<file path="config.mk">
export PLATFORM = sky130hd
export DESIGN_NAME = spi_reg_responder
export DESIGN_NICKNAME = d
export VERILOG_FILES = /design/src/rtl/spi_reg_responder.sv
export SDC_FILE = /design/constraint.sdc
export NUM_CORES = 1
export LEC_CHECK = 0
export BUFFER_PORTS_ARGS = -buffer_cell sky130_fd_sc_hd__buf_2
export CAP_MARGIN = 20
export CORE_ASPECT_RATIO = 0.7
export CORE_MARGIN = 1.5
export CORE_UTILIZATION = 35
export CTS_BUF_LIST = sky130_fd_sc_hd__clkbuf_8 sky130_fd_sc_hd__clkbuf_16
export DETAILED_ROUTE_END_ITERATION = 10
export GPL_ROUTABILITY_DRIVEN = 0
export PLACE_DENSITY = 0.53
export SLEW_MARGIN = 25
export SYNTH_ARGS = -nofsm -noshare
export SYNTH_HDL_FRONTEND = slang
export SYNTH_SLANG_ARGS = --single-unit
export TNS_END_PERCENT = 30
</file>
<file path="constraint.sdc">
create_clock -name clk -period 2.5 [get_ports clk]
set_input_delay 0.125 -clock clk [delete_from_list [all_inputs] [get_ports clk]]
set_output_delay 0.125 -clock clk [all_outputs]
set_load 0.02 [all_outputs]
</file>
<file path="src/rtl/spi_reg_responder.sv">
// SPI responder decoding 16-bit frames (R/W, 7-bit address, 8-bit data) into
// single-cycle register strobes; read data is shifted back on sdo.
module spi_reg_responder #(
  parameter int SYNC_STAGES = 2
) (
  input  logic       clk,
  input  logic       rst,
  input  logic       cs,
  input  logic       sck,
  input  logic       sdi,
  output logic       sdo,
  output logic       sdo_oe,
  output logic [6:0] reg_addr,
  output logic [7:0] reg_wdata,
  output logic       reg_we,
  output logic       reg_re,
  input  logic [7:0] reg_rdata,
  output logic       busy,
  output logic       frame_err
);

  typedef enum logic [1:0] {IDLE, HDR, RDCAP, DATA} state_t;

  logic [SYNC_STAGES-1:0] cs_sync, sck_sync, sdi_sync;
  logic cs_prev, sck_prev, sdi_prev;
  logic cs_fall_q, cs_rise_q, sck_rise_q, sck_fall_q;

  state_t     state, state_nxt;
  logic [4:0] bit_cnt, cnt_nxt;
  logic [7:0] shift_sr, shift_nxt;
  logic [7:0] tx_sr, tx_nxt;
  logic       rw, rw_nxt;
  logic [6:0] addr_nxt;
  logic [7:0] wdata_nxt;
  logic       we_nxt, re_nxt, err_nxt, sdo_nxt, oe_nxt;

  // Synchronizers reset to 0 so a cs held low across reset never looks like a new frame start.
  always_ff @(posedge clk or posedge rst) begin
    if (rst) begin
      cs_sync    <= '0;
      sck_sync   <= '0;
      sdi_sync   <= '0;
      cs_prev    <= 1'b0;
      sck_prev   <= 1'b0;
      sdi_prev   <= 1'b0;
      cs_fall_q  <= 1'b0;
      cs_rise_q  <= 1'b0;
      sck_rise_q <= 1'b0;
      sck_fall_q <= 1'b0;
    end else begin
      cs_sync    <= {cs_sync[SYNC_STAGES-2:0], cs};
      sck_sync   <= {sck_sync[SYNC_STAGES-2:0], sck};
      sdi_sync   <= {sdi_sync[SYNC_STAGES-2:0], sdi};
      cs_prev    <= cs_sync[SYNC_STAGES-1];
      sck_prev   <= sck_sync[SYNC_STAGES-1];
      sdi_prev   <= sdi_sync[SYNC_STAGES-1];
      cs_fall_q  <= cs_prev & ~cs_sync[SYNC_STAGES-1];
      cs_rise_q  <= ~cs_prev & cs_sync[SYNC_STAGES-1];
      sck_rise_q <= ~sck_prev & sck_sync[SYNC_STAGES-1];
      sck_fall_q <= sck_prev & ~sck_sync[SYNC_STAGES-1];
    end
  end

  always_ff @(posedge clk or posedge rst) begin
    if (rst) begin
      state     <= IDLE;
      bit_cnt   <= '0;
      shift_sr  <= '0;
      tx_sr     <= '0;
      rw        <= 1'b0;
      reg_addr  <= '0;
      reg_wdata <= '0;
      reg_we    <= 1'b0;
      reg_re    <= 1'b0;
      frame_err <= 1'b0;
      sdo       <= 1'b0;
      sdo_oe    <= 1'b0;
    end else begin
      state     <= state_nxt;
      bit_cnt   <= cnt_nxt;
      shift_sr  <= shift_nxt;
      tx_sr     <= tx_nxt;
      rw        <= rw_nxt;
      reg_addr  <= addr_nxt;
      reg_wdata <= wdata_nxt;
      reg_we    <= we_nxt;
      reg_re    <= re_nxt;
      frame_err <= err_nxt;
      sdo       <= sdo_nxt;
      sdo_oe    <= oe_nxt;
    end
  end

  always_comb begin
    state_nxt = state;
    cnt_nxt   = bit_cnt;
    shift_nxt = shift_sr;
    tx_nxt    = tx_sr;
    rw_nxt    = rw;
    addr_nxt  = reg_addr;
    wdata_nxt = reg_wdata;
    we_nxt    = 1'b0;
    re_nxt    = 1'b0;
    err_nxt   = 1'b0;
    sdo_nxt   = sdo;
    oe_nxt    = sdo_oe;
    if (state != IDLE && cs_rise_q) begin
      state_nxt = IDLE;
      sdo_nxt   = 1'b0;
      oe_nxt    = 1'b0;
      if (bit_cnt == 5'd16) begin
        if (state == DATA && !rw) begin
          we_nxt    = 1'b1;
          wdata_nxt = shift_sr;
        end
      end else begin
        err_nxt = 1'b1;
      end
    end else begin
      case (state)
        IDLE: begin
          if (cs_fall_q) begin
            state_nxt = HDR;
            cnt_nxt   = '0;
            shift_nxt = '0;
            tx_nxt    = '0;
            rw_nxt    = 1'b0;
          end
        end
        HDR: begin
          if (sck_rise_q) begin
            shift_nxt = {shift_sr[6:0], sdi_prev};
            cnt_nxt   = bit_cnt + 5'd1;
            if (bit_cnt == 5'd7) begin
              rw_nxt   = shift_sr[6];
              addr_nxt = {shift_sr[5:0], sdi_prev};
              if (shift_sr[6]) begin
                re_nxt    = 1'b1;
                state_nxt = RDCAP;
              end else begin
                state_nxt = DATA;
              end
            end
          end
        end
        RDCAP: begin
          // Let the reg_re cycle pass; read data is valid in the cycle after it.
          if (!reg_re) begin
            tx_nxt    = reg_rdata;
            state_nxt = DATA;
          end
        end
        DATA: begin
          if (sck_rise_q) begin
            shift_nxt = {shift_sr[6:0], sdi_prev};
            if (bit_cnt != 5'd31) cnt_nxt = bit_cnt + 5'd1;
          end
          if (sck_fall_q && rw) begin
            sdo_nxt = tx_sr[7];
            tx_nxt  = {tx_sr[6:0], 1'b0};
            oe_nxt  = 1'b1;
          end
        end
        default: state_nxt = IDLE;
      endcase
    end
  end

  assign busy = (state != IDLE);

endmodule

</file>
## After elaboration in Yosys (flattened, before gate mapping)

Index checks and enable logic that the tools add are counted.
Widths: inputs -> output; s select.

- Add/sub/neg operators: 1
- Reduce and logical (&&, ||, !) cells: 22
- $lt $le $gt $ge: 0
- Shift operators: 0
- Bitwise logic cells: 9
- Multipliers: 0
- Div/mod/pow operators: 0
- Equal/unequal tests: 18
- Mux-type cells: 38

Operator list:

| operator | number |
|---|---|
| $mux 8 | 4 |
| $pmux 8 s3 | 1 |
| $mux 1 | 20 |
| $mux 5 | 4 |
| $pmux 8 s2 | 1 |
| $pmux 5 s3 | 1 |
| $reduce_and 5->1 | 3 |
| $ne 3x3->1 const B | 4 |
| $mux 2 | 5 |
| $ne 2x2->1 const B | 5 |
| $reduce_bool 2->1 | 5 |
| $reduce_and 4->1 | 2 |
| $ne 2x1->1 const B | 3 |
| $pmux 2 s3 | 1 |
| $reduce_and 6->1 | 1 |
| $reduce_bool 3->1 | 2 |
| $add 5x1->5 const B | 1 |
| $eq 5x3->1 const B | 1 |
| $eq 5x5->1 const B | 1 |
| $ne 5x5->1 const B | 1 |
| $not 1->1 | 5 |
| $and 1x1->1 | 4 |
| $eq 2x2->1 const B | 2 |
| $reduce_bool 4->1 | 1 |
| other kinds (8) | 10 |

- Output and inout bits: 21
- Input bits: 13
- Bits in registers: 57
- ROM bits: 0
- Memories kept: 0
- RAM bits: 0
- Bits in latches: 0

## Longest topological paths before layout

Gate-level depths: netlist of the first run.

- Word-level depth: 5
- Mapped depth: 8
- Gate-level depth less buffers: 7

## Least setup slack after synthesis of the first run

OpenSTA, ideal clock, no wires.

- Kind: register to register
- Start point: reg bit_cnt[0]
- End point: reg bit_cnt[3]
- Path buffers: 0
- Required time: 2.405 ns
- Data arrival time: 1.672 ns
- Setup time: 0.095 ns
- Cell stages (with the launch flop): 8
- Setup slack: 0.732 ns
- Clock period less this slack: 1.768 ns
- Path through: dfrtp_1 > ha_1 > and3_2 > ha_1 > a21oi_1 > o21ai_0 > nand2b_1 > o31ai_1

- Word-level cells in the longest chain between the ends: 4
- Elaborated cells between the ends (all ways): 8
- Those cells by class: 1 x add/sub; 2 x eq/ne; 4 x mux; 1 x reduce/logical

RTL lines:

| item | RTL line | source |
|---|---|---|
| start: declaration | 29 | `logic [4:0] bit_cnt, cnt_nxt;` |
| start signal: assignment | 80 | `bit_cnt <= cnt_nxt;` |
| $add 5x1->5 | 133, 156 |  |
| $mux 5 | 156 | `if (bit_cnt != 5'd31) cnt_nxt = bit_cnt + 5'd1;` |
| $mux 5 | 154 | `if (sck_rise_q) begin` |
| $pmux 5 s3 | 120 | `case (state)` |

Parallel ways exist; a longest one is shown, timed or not. The select of a mux whose other input is x is not followed.
A chain may end at the register's enable or synchronous reset.

## Final worst setup path of the first run

- Start point: reg state[0]
- End point: reg state[1]

- Word-level cells in the longest chain between the ends: 4
- Elaborated cells between the ends (all ways): 13
- Those cells by class: 6 x eq/ne; 2 x mux; 5 x reduce/logical

RTL lines:

| item | RTL line | source |
|---|---|---|
| start: declaration | 28 | `state_t state, state_nxt;` |
| start signal: assignment | 79 | `state <= state_nxt;` |
| $reduce_bool 2->1 | 107 | `if (state != IDLE && cs_rise_q) begin` |
| $logic_and 1x1->1 | 107 |  |
| $ne 3x3->1 (no line) / $reduce_bool 4->1 (equally long branches) | n/a |  |
| $reduce_and 5->1 (no line) | n/a |  |

Parallel ways exist; a longest one is shown, timed or not.

==> impl_metrics.json, run 1 <==
{
  "status": "complete, no violations",
  "io_buffers": 33,
  "max_freq_mhz": 496.0,
  "core_area_um2": 6426,
  "rsz0062_at_grt": "false",
  "yosysTopAreaCell": "dfrtp_1",
  "regArea_um2": 1426,
  "dieHeight_um": 72.15,
  "ys_seq_area_share_pct": 59.65,
  "row_count": 24,
  "grt_start_max_net_pins": 26,
  "syn_area_um2": 2391,
  "wire_per_inst_um": 13.34,
  "clock_sinks": 57,
  "grt_pass1_vias": 1582,
  "vias_per_cell": 4.686,
  "ys_top_cells_by_area": "dfrtp_1 (60%), mux2_2 (6.6%), nand2_1 (4.6%)",
  "internal-power_mw": 1.884,
  "cp-start-kind": "register",
  "fin_skew_ns": 0.009197,
  "antenna_found_initial": 0,
  "yosysUniqueCellTypes": 36,
  "ir_drop_v": 0.0004147,
  "synth-warning-count": 0,
  "drv_slew": 0,
  "final_common_cell": "dfrtp_1",
  "synth_top_area_share_pct": 59.65,
  "final_cell_mix": "dfrtp_1 (57), buf_2 (33), nand2_1 (29)",
  "avgSynthCellArea_um2": 11.66,
  "synth-seq-cells": 57,
  "relSlewSlack_pct": 65.34,
  "die_w_um": 101.8,
  "clkPwrFrac_pct": 34.1,
  "grt-ovfl-total": 0,
  "r2r_cells": 6,
  "crit_path_end_kind": "register",
  "drtAntennaViolNets": 0,
  "drc": 0,
  "setup_viol": 0,
  "via_count": 1626,
  "post-route-period-util_pct": 80.65,
  "dr.pass1.iters": 4,
  "hold_slack_ns": 0.03886,
  "maxCapViolations": 0,
  "numCtsBuffers": 9,
  "synthArstFlopShare_pct": 100.0,
  "track_usage_pct": 14.45,
  "powerDensity_nw_per_um2": 956.2,
  "synthCells": 205,
  "ys.flop_type": "dfrtp_1",
  "cts_tree": "yes",
  "insertion_delay_ns": 0.33,
  "cts_buffer_depth": 2,
  "worstHoldPathType": "input port to register",
  "tightest_slew_ns": 0.5192,
  "synth-edff-count": 0,
  "netSwitchingPower_mw": 0.9370,
  "syn_nets": 225,
  "clk_pin_slew_worst_paths_ns": 0.06,
  "p_leak_nw": 1.445,
  "min_path_cells": 3,
  "seqPwrFrac_pct": 38.7,
  "first_iter_violations": 71,
  "crit_arrival_ns": 2.24,
  "nNetsFinal": 271,
  "pin_count": 34,
  "dieArea_um2": 7344,
  "synthToLayoutAreaGrowth_pct": 23.39,
  "dpl.hpwl_um": 3184,
  "hold_viol": 0,
  "final.setup.tns_ns": 0,
  "start_util_pct": 37.21,
  "utilization_pct": 45.91,
  "grt_pass1_wl_um": 7817,
  "post_cts_resized": 0,
  "finalCriticalPeriod_ns": 2.016,
  "clock-root-buffer": "clkbuf_8",
  "drive_above_1_share_pct": 30.08,
  "required_ns": 2.72,
  "sw_frac_of_total_pct": 33.22,
  "diodes": 0,
  "crit_type": "register to register",
  "multiInputGateArea_um2": 889.6,
  "htreeDepth": 3,
  "nFillCells": 608,
  "drt-total-wl_um": 4628,
  "p_comb_share_pct": 27.2,
  "cp_max_fo": 12
}
-- power groups by stage --
stage	logic, mW	clock network (mW)	registers (mW)
after floorplan	0.570	0	1.09
after detailed placement	0.749	0	1.11
final	0.766	0.962	1.09
after CTS	0.753	0.996	1.09
after global routing	0.879	1.04	1.11
after global placement	0.745	0	1.11
-- logic make-up (layout without fill, tap and decap cells) --
family                   Yosys count  count (layout)  share of synthesized area [%]
AO/OA/AOI/OAI                     51              51                          14.86
AND/OR/NAND/NOR                   55              55                          11.25
flip-flops                        57              57                          59.65
multiplexers                      16              16                          7.431
adder cells (fa/ha/maj)            7               7                          3.663
buffers and inverters             19              70                          3.140
-- cell usage after synthesis, types with 2 or more instances --
cell type / n
buf_2: 3
ha_1: 7
a21oi_1: 4
nor2_1: 7
nand2_1: 29
mux2_2: 14
nand4_1: 2
nand2b_1: 2
o31ai_1: 3
o21ai_0: 21
nor2b_1: 6
a211oi_1: 3
mux2i_1: 2
and2_1: 2
a22oi_1: 7
dfrtp_1: 57
inv_1: 11
a32o_1: 2
clkbuf_1: 5
o221ai_1: 2
-- metal layers --
layer	vias to the layer above	global-route usage (%)	share of wire (%)
met5	-	0	0
met1	773	21.29	55
met3	6	5.877	5.0
met2	36	18.30	39
met4	0	6.481	1.3
li1	811	-	-
-- registers in the layout, indices dropped and copies added (netlist names), 2 cells and up --
signal / flops
bit_cnt: 5
cs_sync: 2
reg_addr: 7
reg_wdata: 8
sck_sync: 2
sdi_sync: 2
shift_sr: 8
state: 2
tx_sr: 8
-- final timing paths --
kind                                to          from  slack (ns)
max reg2reg                   state[1]      state[0]        0.48
max                           state[1]      state[0]        0.48
max in group asynchronous       sdo_oe           rst        1.47
min                           tx_sr[0]  reg_rdata[0]        0.04
min reg2reg                 cs_sync[1]    cs_sync[0]        0.35
min in group asynchronous  reg_addr[6]           rst        0.37
-- critical path: stages, from the launching register on --
cell,delay (ns)
dfrtp_1,0.43
inv_1,0.11
ha_1,0.37
and2_1,0.23
a2111oi_4,0.43
a211oi_1,0.14
a31o_1,0.20
-- timing repair --
| item | 4_1_cts | 5_1_grt |
|---|---|---|
| hold endpoints to repair | 26 | 0 |
| buffers inserted | 0 | 0 |
| hold buffers | 4 | 0 |
-- final cells by class --
type                    instances  area share, %
multi-input cells             129          30.15
flip-flops and latches         57          48.35
well taps                      91          3.859
clock buffers                  10          4.665
repair buffers                 43          8.482
clock inverters                 6          3.096
inverters                      11          1.399
-- metrics by stage --
stage	cells	power, mW	instance area, um2	setup slack [ns]
floorplan	205	1.661	2391	0.7322
global placement	326	1.854	2674	0.4002
detailed placement	326	1.858	2674	0.3002
CTS	346	2.841	2943	0.2976
global route	347	3.031	2950	0.3192
finish	347	2.821	2950	0.4837
(Power assumes the default switching activity.)
==> run 2, diff against run 1 <==
- PLACE_DENSITY: 0.53 -> 0.55
- clock period: 2.5 -> 1.7 ns (I/O delays scaled with it)
==> impl_metrics.json, run 2 (same netlist as run 1, synthesis figures left out) <==
{
  "clkPwrFrac_pct": 31.5,
  "row_count": 24,
  "p_leak_nw": 1.616,
  "r2r-start": "bit_cnt[3]",
  "p_comb_share_pct": 35.5,
  "drv_slew": 0,
  "grt_pass1_vias": 1730,
  "utilization_pct": 51.75,
  "clk_pin_slew_worst_paths_ns": 0.06,
  "final_common_cell": "dfrtp_1",
  "post-route-period-util_pct": 102.0,
  "first_iter_violations": 64,
  "maxCapViolations": 0,
  "cts_buffer_depth": 2,
  "crit_arrival_ns": 1.96,
  "hold_viol": 0,
  "htreeDepth": 3,
  "crit_start": "bit_cnt[3]",
  "insertion_delay_ns": 0.34,
  "grt-ovfl-total": 0,
  "synthToLayoutAreaGrowth_pct": 39.09,
  "grtUsageMet2_pct": 20.67,
  "fin_skew_ns": 0.007556,
  "worst_slack_ns": -0.03362,
  "numCtsBuffers": 9,
  "start_util_pct": 37.21,
  "finalCriticalPeriod_ns": 1.734,
  "final_area_um2": 3326,
  "detailed_place.area_um2": 2863,
  "r2r_slack_ns": -0.03,
  "final.setup.tns_ns": -0.03362,
  "drive_above_1_share_pct": 43.46,
  "top_usage_layer": "met1",
  "ir_drop_v": 0.0005601,
  "sw_frac_of_total_pct": 32.31,
  "relSlewSlack_pct": 70.49,
  "core_area_um2": 6426,
  "nNetsFinal": 298,
  "met1_usage_pct": 22.79,
  "cp-start-kind": "register",
  "netSwitchingPower_mw": 1.563,
  "setup_viol": 1,
  "via_count": 1735,
  "crit_path_end_kind": "register",
  "vias_per_cell": 4.639,
  "rsz0062_at_grt": "true",
  "endpoint": "state[1]",
  "dpl.hpwl_um": 3349,
  "reg_top3": "reg_wdata x8, shift_sr x8, tx_sr x8",
  "globalRouteMet3Util_pct": 5.202,
  "drtAntennaViolNets": 0,
  "powerDensity_nw_per_um2": 1454,
  "drc": 0,
  "grt_pass1_wl_um": 8480,
  "wire_per_inst_um": 13.28,
  "worstHoldPathType": "input port to register",
  "status": "finished, violations left",
  "dpl_worst_slack_ns": -0.08617,
  "tightest_slew_ns": 0.4420,
  "final_cell_mix": "dfrtp_1 (57), buf_2 (33), nand2_1 (29)",
  "dieArea_um2": 7344,
  "dr.pass1.iters": 4,
  "rr_endpoint": "state[1]",
  "clock_sinks": 57,
  "drt-total-wl_um": 4966,
  "antenna_found_initial": 0,
  "die_w_um": 101.8,
  "violations": "setup timing",
  "hold_slack_ns": 0.02942,
  "r2r_cells": 4,
  "dieHeight_um": 72.15,
  "diodes": 0,
  "pin_count": 34,
  "required_ns": 1.93,
  "grt_start_max_net_pins": 39,
  "io_buffers": 33,
  "track_usage_pct": 15.66,
  "internal-power_mw": 3.274,
  "seqPwrFrac_pct": 33.0,
  "cts_tree": "yes",
  "clock-root-buffer": "clkbuf_8",
  "max_freq_mhz": 576.8,
  "cp_max_fo": 4,
  "crit_type": "register to register"
}
## run 2: cell count changes in the layout (fill, tap and decap cells not counted), moves of 3 or more
cell,previous run,this run
ha_1,7,1
buf_4,6,28
o21ai_1,0,3
o21ai_0,21,17
ha_2,0,4
## run 2: worst min-delay path by stage
stage	from	endpoint	slack, ns	cells past startpoint
after floorplan	cs	cs_sync[0]	0.12	0
after global placement	rst	cs_sync[0]	0.11	2
after detailed placement	rst	cs_sync[0]	0.12	2
after CTS	reg_rdata[5]	tx_sr[5]	0.02	3
after global routing	reg_rdata[5]	tx_sr[5]	0.05	3
final	reg_rdata[5]	tx_sr[5]	0.03	3
## run 2: critical path, cell delays in order, from the launching register on
cell       delay, ns
dfrtp_1         0.38
or3b_4          0.43
a2111oi_4       0.48
a211oi_2        0.13
a31o_1          0.20
## run 2: cell type report
class                   count  area [um2]
clock buffers               9       123.9
repair buffers             70       488.0
fillers                   582        3100
multi-input cells         129        1011
inverters                  11       43.79
flip-flops and latches     57        1426
well taps                  91       113.9
clock inverters             7       118.9
## run 2: per-layer routing
layer / vias to the layer above / wire length [um]
li1: 865 / -
met1: 831 / 2576
met2: 30 / 2083
met3: 9 / 232
met4: 0 / 74
met5: - / 0
## run 2: what timing repair did
action                                 in CTS  in global routing
setup buffers                               3                  3
cloned                                      0                  0
endpoints found under the hold margin      23                  0
hold buffers                                5                  0
pin swaps                                   7                  6
resized for setup                          17                 15
setup endpoints to repair                  13                 30
## run 2: power by group through the flow
stage / registers (mW) / logic [mW] / clock network [mW]
floorplan: 1.61 / 0.914 / 0
global placement: 1.62 / 1.34 / 0
detailed placement: 1.62 / 1.34 / 0
CTS: 1.59 / 1.56 / 1.56
global route: 1.62 / 1.90 / 1.63
finish: 1.60 / 1.72 / 1.52
## run 2: stage by stage
| step | instances | power [mW] |
|---|---|---|
| 2_1_floorplan | 205 | 2.521 |
| 3_3_place_gp | 347 | 2.958 |
| 3_5_place_dp | 347 | 2.961 |
| 4_1_cts | 371 | 4.716 |
| 5_1_grt | 374 | 5.145 |
| 6_report | 374 | 4.837 |
